### src/rtl/bit_timing_ctrl.sv
// bit_timing_ctrl: frames an async serial receive line using an external
// rollover counter. Detects the start edge, qualifies it at half a bit,
// issues one mid-bit strobe per data bit (LSB first), then checks the stop bit.
//
// state | meaning
// ------+-----------------------------------------------------------
// IDLE  | line idle, counter held clear, waiting for a low start edge
// START | counting half a bit; start bit must still be low at the flag
// DATA  | one strobe per bit period, DATA_BITS strobes in total
// STOP  | one more bit period; stop bit sampled high = done, low = error
module bit_timing_ctrl #(
    parameter int CNT_BITS  = 8,
    parameter int DATA_BITS = 8
) (
    input  logic                clk,
    input  logic                n_rst,
    input  logic                enable,
    input  logic                rx_in,
    input  logic [CNT_BITS-1:0] bit_period,
    input  logic                cnt_rollover_flag,
    output logic                cnt_clear,
    output logic                cnt_count_enable,
    output logic                cnt_save_count,
    output logic                cnt_revert_count,
    output logic [CNT_BITS-1:0] cnt_rollover_val,
    output logic                shift_strobe,
    output logic                rx_bit,
    output logic [3:0]          bit_index,
    output logic                frame_done,
    output logic                frame_error,
    output logic                busy
);

    typedef enum logic [1:0] {IDLE, START, DATA, STOP} state_t;

    localparam logic [3:0]          LAST_IDX = 4'(DATA_BITS - 1);
    localparam logic [CNT_BITS-1:0] PER_MIN  = CNT_BITS'(2);

    state_t              state, state_nxt;
    logic [CNT_BITS-1:0] per_q, per_nxt;
    logic [CNT_BITS-1:0] half;
    logic [3:0]          idx_q, idx_nxt;
    logic                strobe_nxt, done_nxt, err_nxt, rx_bit_nxt;
    logic [3:0]          bit_index_nxt;

    // Period is clamped to 2 so the half-bit interval is never zero.
    assign half             = per_q >> 1;
    assign busy             = (state != IDLE);
    assign cnt_save_count   = 1'b0;
    assign cnt_revert_count = 1'b0;

    // State, latched period and registered strobe/pulse outputs.
    always_ff @(posedge clk) begin
        if (!n_rst) begin
            state        <= IDLE;
            per_q        <= PER_MIN;
            idx_q        <= '0;
            shift_strobe <= 1'b0;
            rx_bit       <= 1'b0;
            bit_index    <= '0;
            frame_done   <= 1'b0;
            frame_error  <= 1'b0;
        end else begin
            state        <= state_nxt;
            per_q        <= per_nxt;
            idx_q        <= idx_nxt;
            shift_strobe <= strobe_nxt;
            rx_bit       <= rx_bit_nxt;
            bit_index    <= bit_index_nxt;
            frame_done   <= done_nxt;
            frame_error  <= err_nxt;
        end
    end

    // Next-state, counter control and next values of the registered outputs.
    always_comb begin
        state_nxt        = state;
        per_nxt          = per_q;
        idx_nxt          = idx_q;
        strobe_nxt       = 1'b0;
        done_nxt         = 1'b0;
        err_nxt          = 1'b0;
        rx_bit_nxt       = rx_bit;
        bit_index_nxt    = bit_index;
        cnt_clear        = 1'b0;
        cnt_count_enable = 1'b0;
        cnt_rollover_val = '0;

        case (state)
            IDLE: begin
                cnt_clear = 1'b1;
                idx_nxt   = '0;
                if (enable && !rx_in) begin
                    state_nxt = START;
                    per_nxt   = (bit_period < PER_MIN) ? PER_MIN : bit_period;
                end
            end
            START: begin
                cnt_count_enable = 1'b1;
                cnt_rollover_val = half;
                if (cnt_rollover_flag) begin
                    if (!rx_in) begin
                        // Restart the counter so data flags land mid-bit.
                        state_nxt = DATA;
                        cnt_clear = 1'b1;
                        idx_nxt   = '0;
                    end else begin
                        state_nxt = IDLE;
                    end
                end
            end
            DATA: begin
                cnt_count_enable = 1'b1;
                cnt_rollover_val = per_q;
                if (cnt_rollover_flag) begin
                    strobe_nxt    = 1'b1;
                    rx_bit_nxt    = rx_in;
                    bit_index_nxt = idx_q;
                    if (idx_q == LAST_IDX) begin
                        state_nxt = STOP;
                    end else begin
                        idx_nxt = idx_q + 4'd1;
                    end
                end
            end
            STOP: begin
                cnt_count_enable = 1'b1;
                cnt_rollover_val = per_q;
                if (cnt_rollover_flag) begin
                    done_nxt  = rx_in;
                    err_nxt   = !rx_in;
                    state_nxt = IDLE;
                end
            end
            default: state_nxt = IDLE;
        endcase

        // Receiver disable wins over everything and suppresses all pulses.
        if (!enable) begin
            state_nxt     = IDLE;
            per_nxt       = per_q;
            idx_nxt       = '0;
            strobe_nxt    = 1'b0;
            done_nxt      = 1'b0;
            err_nxt       = 1'b0;
            rx_bit_nxt    = rx_bit;
            bit_index_nxt = bit_index;
        end
    end

endmodule

### config.mk
export PLATFORM = sky130hd
export DESIGN_NAME = bit_timing_ctrl
export DESIGN_NICKNAME = d
export VERILOG_FILES = /design/src/rtl/bit_timing_ctrl.sv
export SDC_FILE = /design/constraint.sdc
export NUM_CORES = 1
export LEC_CHECK = 0
export CAP_MARGIN = 20
export CORE_UTILIZATION = 30
export DETAILED_ROUTE_END_ITERATION = 10
export GPL_ROUTABILITY_DRIVEN = 0
export MAX_ROUTING_LAYER = met4
export PLACE_DENSITY = 0.64
export SYNTH_ARGS = -nofsm -noshare
export SYNTH_HDL_FRONTEND = slang
export SYNTH_SLANG_ARGS = --single-unit
### constraint.sdc
create_clock -name clk -period 1.5 [get_ports clk]
set_input_delay 0.15 -clock clk [delete_from_list [all_inputs] [get_ports clk]]
set_output_delay 0.15 -clock clk [all_outputs]
set_load 0.005 [all_outputs]
Yosys cells after proc, flatten, opt, wreduce, memory -nomap -nowiden
Cells that the tools add are included.
{"block": "word_totals", "register_bits": 22, "in_bits": 13, "output_inout_bits": 21, "word_cells": 54}
{"block": "op_classes", "addsub": 1, "n_lt_le_gt_ge": 1, "eq_ne": 11, "n_mux": 19, "n_reduce_logical": 14}
{"operator": "$mux W4", "count": 4}
{"operator": "$pmux W8 S2", "count": 1}
{"operator": "$ne A2 B2 Y1 const B", "count": 7}
{"operator": "$mux W2", "count": 6}
{"operator": "$pmux W4 S3", "count": 1}
{"operator": "$reduce_and A5 Y1", "count": 2}
{"operator": "$reduce_and A3 Y1", "count": 3}
{"operator": "$lt A8 B2 Y1 const B", "count": 1}
{"operator": "$mux W8", "count": 1}
{"operator": "$pmux W2 S4", "count": 1}
{"operator": "$add A4 B1 Y4 const B", "count": 1}
{"operator": "$eq A2 B2 Y1 const B", "count": 2}
{"operator": "$eq A4 B3 Y1 const B", "count": 1}
{"operator": "$mux W1", "count": 4}
{"operator": "$reduce_and A4 Y1", "count": 1}
{"operator": "$reduce_bool A3 Y1", "count": 1}
{"operator": "$reduce_or A3 Y1", "count": 1}
{"operator": "$eq A2 B1 Y1 const B", "count": 1}
{"operator": "$logic_not A2 Y1", "count": 1}
{"operator": "$pmux W1 S2", "count": 1}
{"operator": "$reduce_and A2 Y1", "count": 1}
{"operator": "$reduce_bool A2 Y1", "count": 1}
{"operator": "$reduce_or A2 Y1", "count": 1}
{"operator": "$logic_and A1 B1 Y1", "count": 1}
{"operator": "$logic_not A1 Y1", "count": 1}

Depth between registers and ports, before layout
Gate-level depths: netlist of the first run.
{"block": "logic_depth", "ltp_word": 4, "depth_mapped": 6, "ltp_nobuf": 5}

Worst setup path after synthesis of the first run
Ideal clock, no wire load.
{"block": "synth_timing", "path_type": "register to register", "start": "reg with a tool-made name", "end": "reg per_q[0]", "setup_ps": 115, "arrival_time_ps": 1305, "required_ps": 1385, "setup_slack_ps": 80, "stages_incl_launch_ff": 7, "path_buffers": 2, "synth_period_minus_slack_ps": 1420, "path_cell_list": "dfxtp_1 buf_6 or4b_1 buf_2 nand2_1 o21ai_1 and2_1"}
{"item": "end signal: assignment", "line_no": "65", "rtl": "per_q <= per_nxt;"}
{"item": "end: declaration", "line_no": "40", "rtl": "logic [CNT_BITS-1:0] per_q, per_nxt;"}

==> results.ini, run 1 <==
[timing]
whs_ps = 436
fmax_mhz = 684
setup_viol_count_final = 0
finalCritPeriodShare = 0.974
hold_viol = 0
finalMaxSlewViolations = 0
clock-skew-final_ps = 17.3
rsz0062_at_grt = yes
finalSetupTns_ps = 0
min_period_ps = 1460

[cts]
clk_pin_slew_ps = 130
clock-sinks = 22
cts_root_buf = clkbuf_4
clockBufferDepth = 2
htreeDepth = 1
cts_inserted_buffers = 3
clk_latency_ps = 310
ctsHoldBuffers = 0
cts_tree = yes

[global_route]
grt_first_pass_wirelength_um = 3990
grt_pass1_vias = 924
grt_max_degree = 15
overflow = 0
grtUsageTotal = 0.150
antenna_found_initial = 0

[power]
ir_drop_uv = 636
power_density_nw_per_um2 = 769
total_power_mw = 1.20
leakagePower_nw = 0.732

[flow_run]
maxCapViolations = 0

[worst_setup_path]
cp_cell_sequence = buf_6 -> or2_2 -> clkdlybuf4s15_1
cp_top_family = flip-flops
worst_setup_path_end_kind = primary output
worst_setup_path_start_kind = flop
path_max_fanout = 14
worstPathRequired_ps = 1350
cp_slowest_stage_delay_ps = 370
cp.arrival_ps = 1310
critPathKind = reg -> out
slowest_stage = dfxtp_2
cp_num_buf_inv = 2

[final_layout]
final_cells = 218
num_antenna_cells = 0
drive_gt1_frac = 0.186
final_area_sq_um = 1560
layout.nets = 187
n_fill_cell = 363
synthToLayoutAreaGrowth_pct = 48.3

[synthesis]
synth-xor-area-share = 0
synthDistinctLibCells = 31
muxShareOfSynthArea = 0.0666
syn_inst = 129
synth-seq-cells = 22
synth-compound-area-share = 0.156
synth_top_area_share = 0.419
async_flop_share = 0
synth_area_leaders = dfxtp_1, nand2_1, mux2i_1
synthFlopType = dfxtp_1
synth_top_family_by_area = simple AND/OR/NAND/NOR gates
yosys_warnings = 0
yosysSeqAreaShare = 0.419
synthTopCellsByCount = nand2_1, dfxtp_1, nor2_1, a21oi_1
syn_area_sq_um = 1050
yosysMostFrequentCell = nand2_1
synth_area_leader_cell = dfxtp_1
syn_avg_cell_area_sq_um = 8.16
synthSimpleGateAreaFrac = 0.273
synthAdderAreaFrac = 0.0119
synth_edf_count = 0

[floorplan]
die_area_sq_um = 3750
start_util = 0.315
io_pins = 34
core_area_sq_um = 3340
fp.dieW_um = 61.2
rows = 21
die_h_um = 61.2

[drt]
drt_iter0_drc = 38
final_antenna_net_count = 0
vias = 1031
drc = 0
wire_per_inst_um = 11.8
wl_um = 2570
first_pass_iters = 4
vias_per_cell = 4.73

[outcome]
status = complete, no violations

[worst_hold_path]
hold_class = in -> reg

[placed_design]
placedCellCount = 213
dp_hpwl_um = 1990
port_buffers = 31
placed_cell_area_sq_um = 1490

sequential cells by signal, summed over array words and instances (netlist names), named ones only:
register,cells
rx_bit,1
bit_index,4
frame_error,1
idx_q,4
frame_done,1
shift_strobe,1
state,1
per_q,8
per-stage QoR:
step / setup WS, ps / util
finish: 38.6 / 0.468
global route: -20.5 / 0.468
CTS: -191 / 0.463
detailed placement: -283 / 0.445
global placement: -208 / 0.445
floorplan: 80.2 / -
repair_timing:
action	4_1_cts	5_1_grt
pin swaps	0	1
gates resized for setup	17	6
setup endpoints to repair	11	9
setup buffers	0	2
logic make-up (layout without fill, tap and decap cells):
family / after synthesis / in the layout
and+or+nand+nor: 58 / 58
AOI/OAI and AO/OA: 26 / 26
DFF: 22 / 22
buffers and inverters: 14 / 56
muxes: 7 / 7
adders and majority gates: 1 / 1
other: 1 / 2
tightest hold or removal path, delay by kind of cell:
| kind | cells | cell delay, ps |
|---|---|---|
| buf+inv | 1 | 420 |
| simple gates | 1 | 80 |
| compound gates | 1 | 60 |
where the power goes:
part           internal, mW  leakage, nW  switching [mW]
Sequential            0.596        0.179         0.00865
Combinational        0.0826        0.525          0.0648
Clock                 0.270       0.0279           0.178
Total                 0.949        0.732           0.251
placed cells by master (no fill, tap or decap), types with 2 or more instances in the layout:
cell and instances:
mux2i_1 7, or2_2 2, nand2_1 27, nand3_1 3
o22ai_1 2, dfxtp_2 2, and3_1 2, clkbuf_4 3
a21oi_1 7, buf_4 16, dlymetal6s2s_1 4, a31oi_1 3
dlygate4sd2_1 5, o21ai_0 4, a22o_1 3, clkdlybuf4s50_1 20
o21ai_1 4, and2_1 2, nor2_1 13, conb_1 2
inv_1 4, dfxtp_1 20
layout make-up:
cell class	count	area, sq um	area share
tap	46	57.6	0.0369
multi-input combinational	94	552	0.354
sequential	22	443	0.284
clock inverter	1	30.0	0.0192
clock buffer	3	22.5	0.0144
inverter	4	15.0	0.00962
timing repair buffer	48	440	0.282
path summary, 6_finish.rpt:
path | slack, ps | startpoint | end | cells past startpoint
max | 40 | flop | cnt_count_enable | 3
min | 440 | bit_period[3] | per_q[3] | 3
max reg2reg | 100 | idx_q[0] | idx_q[3] | 4
min reg2reg | 490 | per_q[7] | per_q[7] | 2
metal layers:
layer	part of all wire	vias up	GRT usage
met5	0	-	-
met4	0.0035	0	0.0195
met3	0.035	2	0.0378
met2	0.50	28	0.267
met1	0.46	475	0.174
li1	-	526	-
No activity file was read; power rests on OpenSTA's default activity.
==> run 2: changes to the inputs <==
TNS_END_PERCENT = 30   (was default)
==> run 2 against run 1 <==
Utilization barely moved; routed wire length fell by 1.4%; clock power barely moved; final cell count fell by 0.46%; sequential power barely moved; register-to-register slack barely moved; largest cell class unchanged; highest routed layer unchanged; setup slack improved by 25 ps.
==> results.ini, run 2 (synthesis results as in run 1) <==
[drt]
wl_um = 2540  ; -1.4%
drt_iter0_drc = 34  ; -11%
drc = 0  ; unchanged
wl_met2_um = 1260  ; -1.9%
wl_met1_um = 1170  ; -1.3%
first_pass_iters = 4  ; unchanged
vias_per_cell = 4.67  ; -1.3%
vias = 1013  ; -1.7%
final_antenna_net_count = 0  ; unchanged
wire_per_inst_um = 11.7  ; -0.91%
top_layer_used = met4
routed-wl-met3_um = 93  ; +4.5%

[floorplan]
die_h_um = 61.2  ; unchanged
die_area_sq_um = 3750  ; unchanged
io_pins = 34  ; unchanged
fp.dieW_um = 61.2  ; unchanged
start_util = 0.315  ; unchanged
core_area_sq_um = 3340  ; unchanged
rows = 21  ; unchanged

[final_layout]
synthToLayoutAreaGrowth_pct = 48.2  ; about the same
final_area_sq_um = 1560  ; about the same
layout.nets = 186  ; -0.53%
top_regs = per_q (8), bit_index (4), idx_q (4)
final_cells = 217  ; -0.46%
num_antenna_cells = 0  ; unchanged
top_register = per_q
drive_gt1_frac = 0.193  ; +0.00694
largest_reg_flops = 8  ; unchanged
final_common_cell = nand2_1
final_cell_mix = nand2_1, dfxtp_1, clkdlybuf4s50_1

[timing]
hold_viol = 0  ; unchanged
finalMaxSlewViolations = 0  ; unchanged
finalCritPeriodShare = 0.957  ; -0.0168
min_period_ps = 1440  ; -25.3 ps
clock-skew-final_ps = 18.2  ; +0.920 ps
rsz0062_at_grt = no
setup_viol_count_final = 0  ; unchanged
fmax_mhz = 696  ; +1.8%

[worst_setup_path]
worst_setup_path_end_kind = flop
worstPathRequired_ps = 1730  ; +380 ps
worst_setup_path_start_kind = input port
critPathKind = in -> reg
r2r_cells = 4  ; unchanged
path_max_fanout = 2  ; -12
cp.arrival_ps = 1660  ; +350 ps

[power]
leakagePower_nw = 0.728  ; -0.50%
ir_drop_uv = 636  ; +0.12%
power_density_nw_per_um2 = 769  ; about the same

[cts]
cts_tree = yes
clock-sinks = 22  ; unchanged
clockBufferDepth = 2  ; unchanged
clk_pin_slew_ps = 130  ; about the same
ctsHoldBuffers = 0  ; unchanged
htreeDepth = 1  ; unchanged
cts_setup_buffers = 0  ; unchanged
cts_root_buf = clkbuf_4
cts_inserted_buffers = 3  ; unchanged
clk_latency_ps = 310  ; about the same

[outcome]
status = complete, no violations

[global_route]
grtUsageTotal = 0.150  ; unchanged
overflow = 0  ; unchanged
antenna_found_initial = 0  ; unchanged
grt_pass1_vias = 925  ; +0.11%
grt_max_degree = 15  ; unchanged
grt_first_pass_wirelength_um = 3990  ; unchanged

[placed_design]
placed_cell_area_sq_um = 1490  ; unchanged
port_buffers = 31  ; unchanged
dp_hpwl_um = 1990  ; unchanged
placedCellCount = 213  ; unchanged

[flow_run]
maxCapViolations = 0  ; unchanged

[worst_hold_path]
hold_class = in -> reg
hold_path_depth = 3  ; unchanged

## run 2: final timing paths
path | start | end | slack, ps
max | bit_period[5] | per_q[0] | 60
min | bit_period[3] | per_q[3] | 440
max reg2reg | idx_q[0] | idx_q[3] | 90
min reg2reg | per_q[7] | per_q[7] | 490
## run 2: critical path, cell delays in order
cell	delay [ps]
clkdlybuf4s50_1	430
or4_1	570
o41ai_2	280
o21ai_1	90
and2_1	150
## run 2: what timing repair did
| item | CTS | global route |
|---|---|---|
| hold endpoints to repair | 0 | 0 |
| setup endpoints to repair | 11 | 9 |
| gates resized for setup | 17 | 11 |
## run 2: report_power, final
| part | switching, mW | internal, mW | total (mW) |
|---|---|---|---|
| sequential | 0.00913 | 0.595 | 0.604 |
| combinational | 0.0642 | 0.0816 | 0.146 |
| clock | 0.179 | 0.270 | 0.449 |
| total | 0.252 | 0.946 | 1.20 |
## run 2: layer usage
metal	GRT usage	up-vias
li1	-	523
met4	0.0195	0
met5	-	-
met3	0.0378	2
met1	0.174	462
met2	0.267	26
## run 2: area by class of cell
| type | count | area [sq um] |
|---|---|---|
| Timing Repair Buffer | 47 | 432 |
| Sequential cell | 22 | 445 |
| Fill cell | 361 | 1780 |
| Clock inverter | 1 | 30.0 |
| Multi-Input combinational cell | 94 | 557 |
| Tap cell | 46 | 57.6 |
| Clock buffer | 3 | 22.5 |
| Inverter | 4 | 15.0 |
## run 2: metrics by stage
step | util | power (mW) | hold slack, ps | TNS (ps) | setup slack [ps]
5_1_grt | 0.467 | 1.26 | 427 | 0 | 12.7
3_5_place_dp | 0.445 | 0.765 | 465 | -1160 | -283
2_1_floorplan | - | 0.682 | 212 | 0 | 80.2
4_1_cts | 0.463 | 1.21 | 430 | -740 | -191
6_report | 0.467 | 1.20 | 435 | 0 | 63.9
3_3_place_gp | 0.445 | 0.762 | 461 | -892 | -208
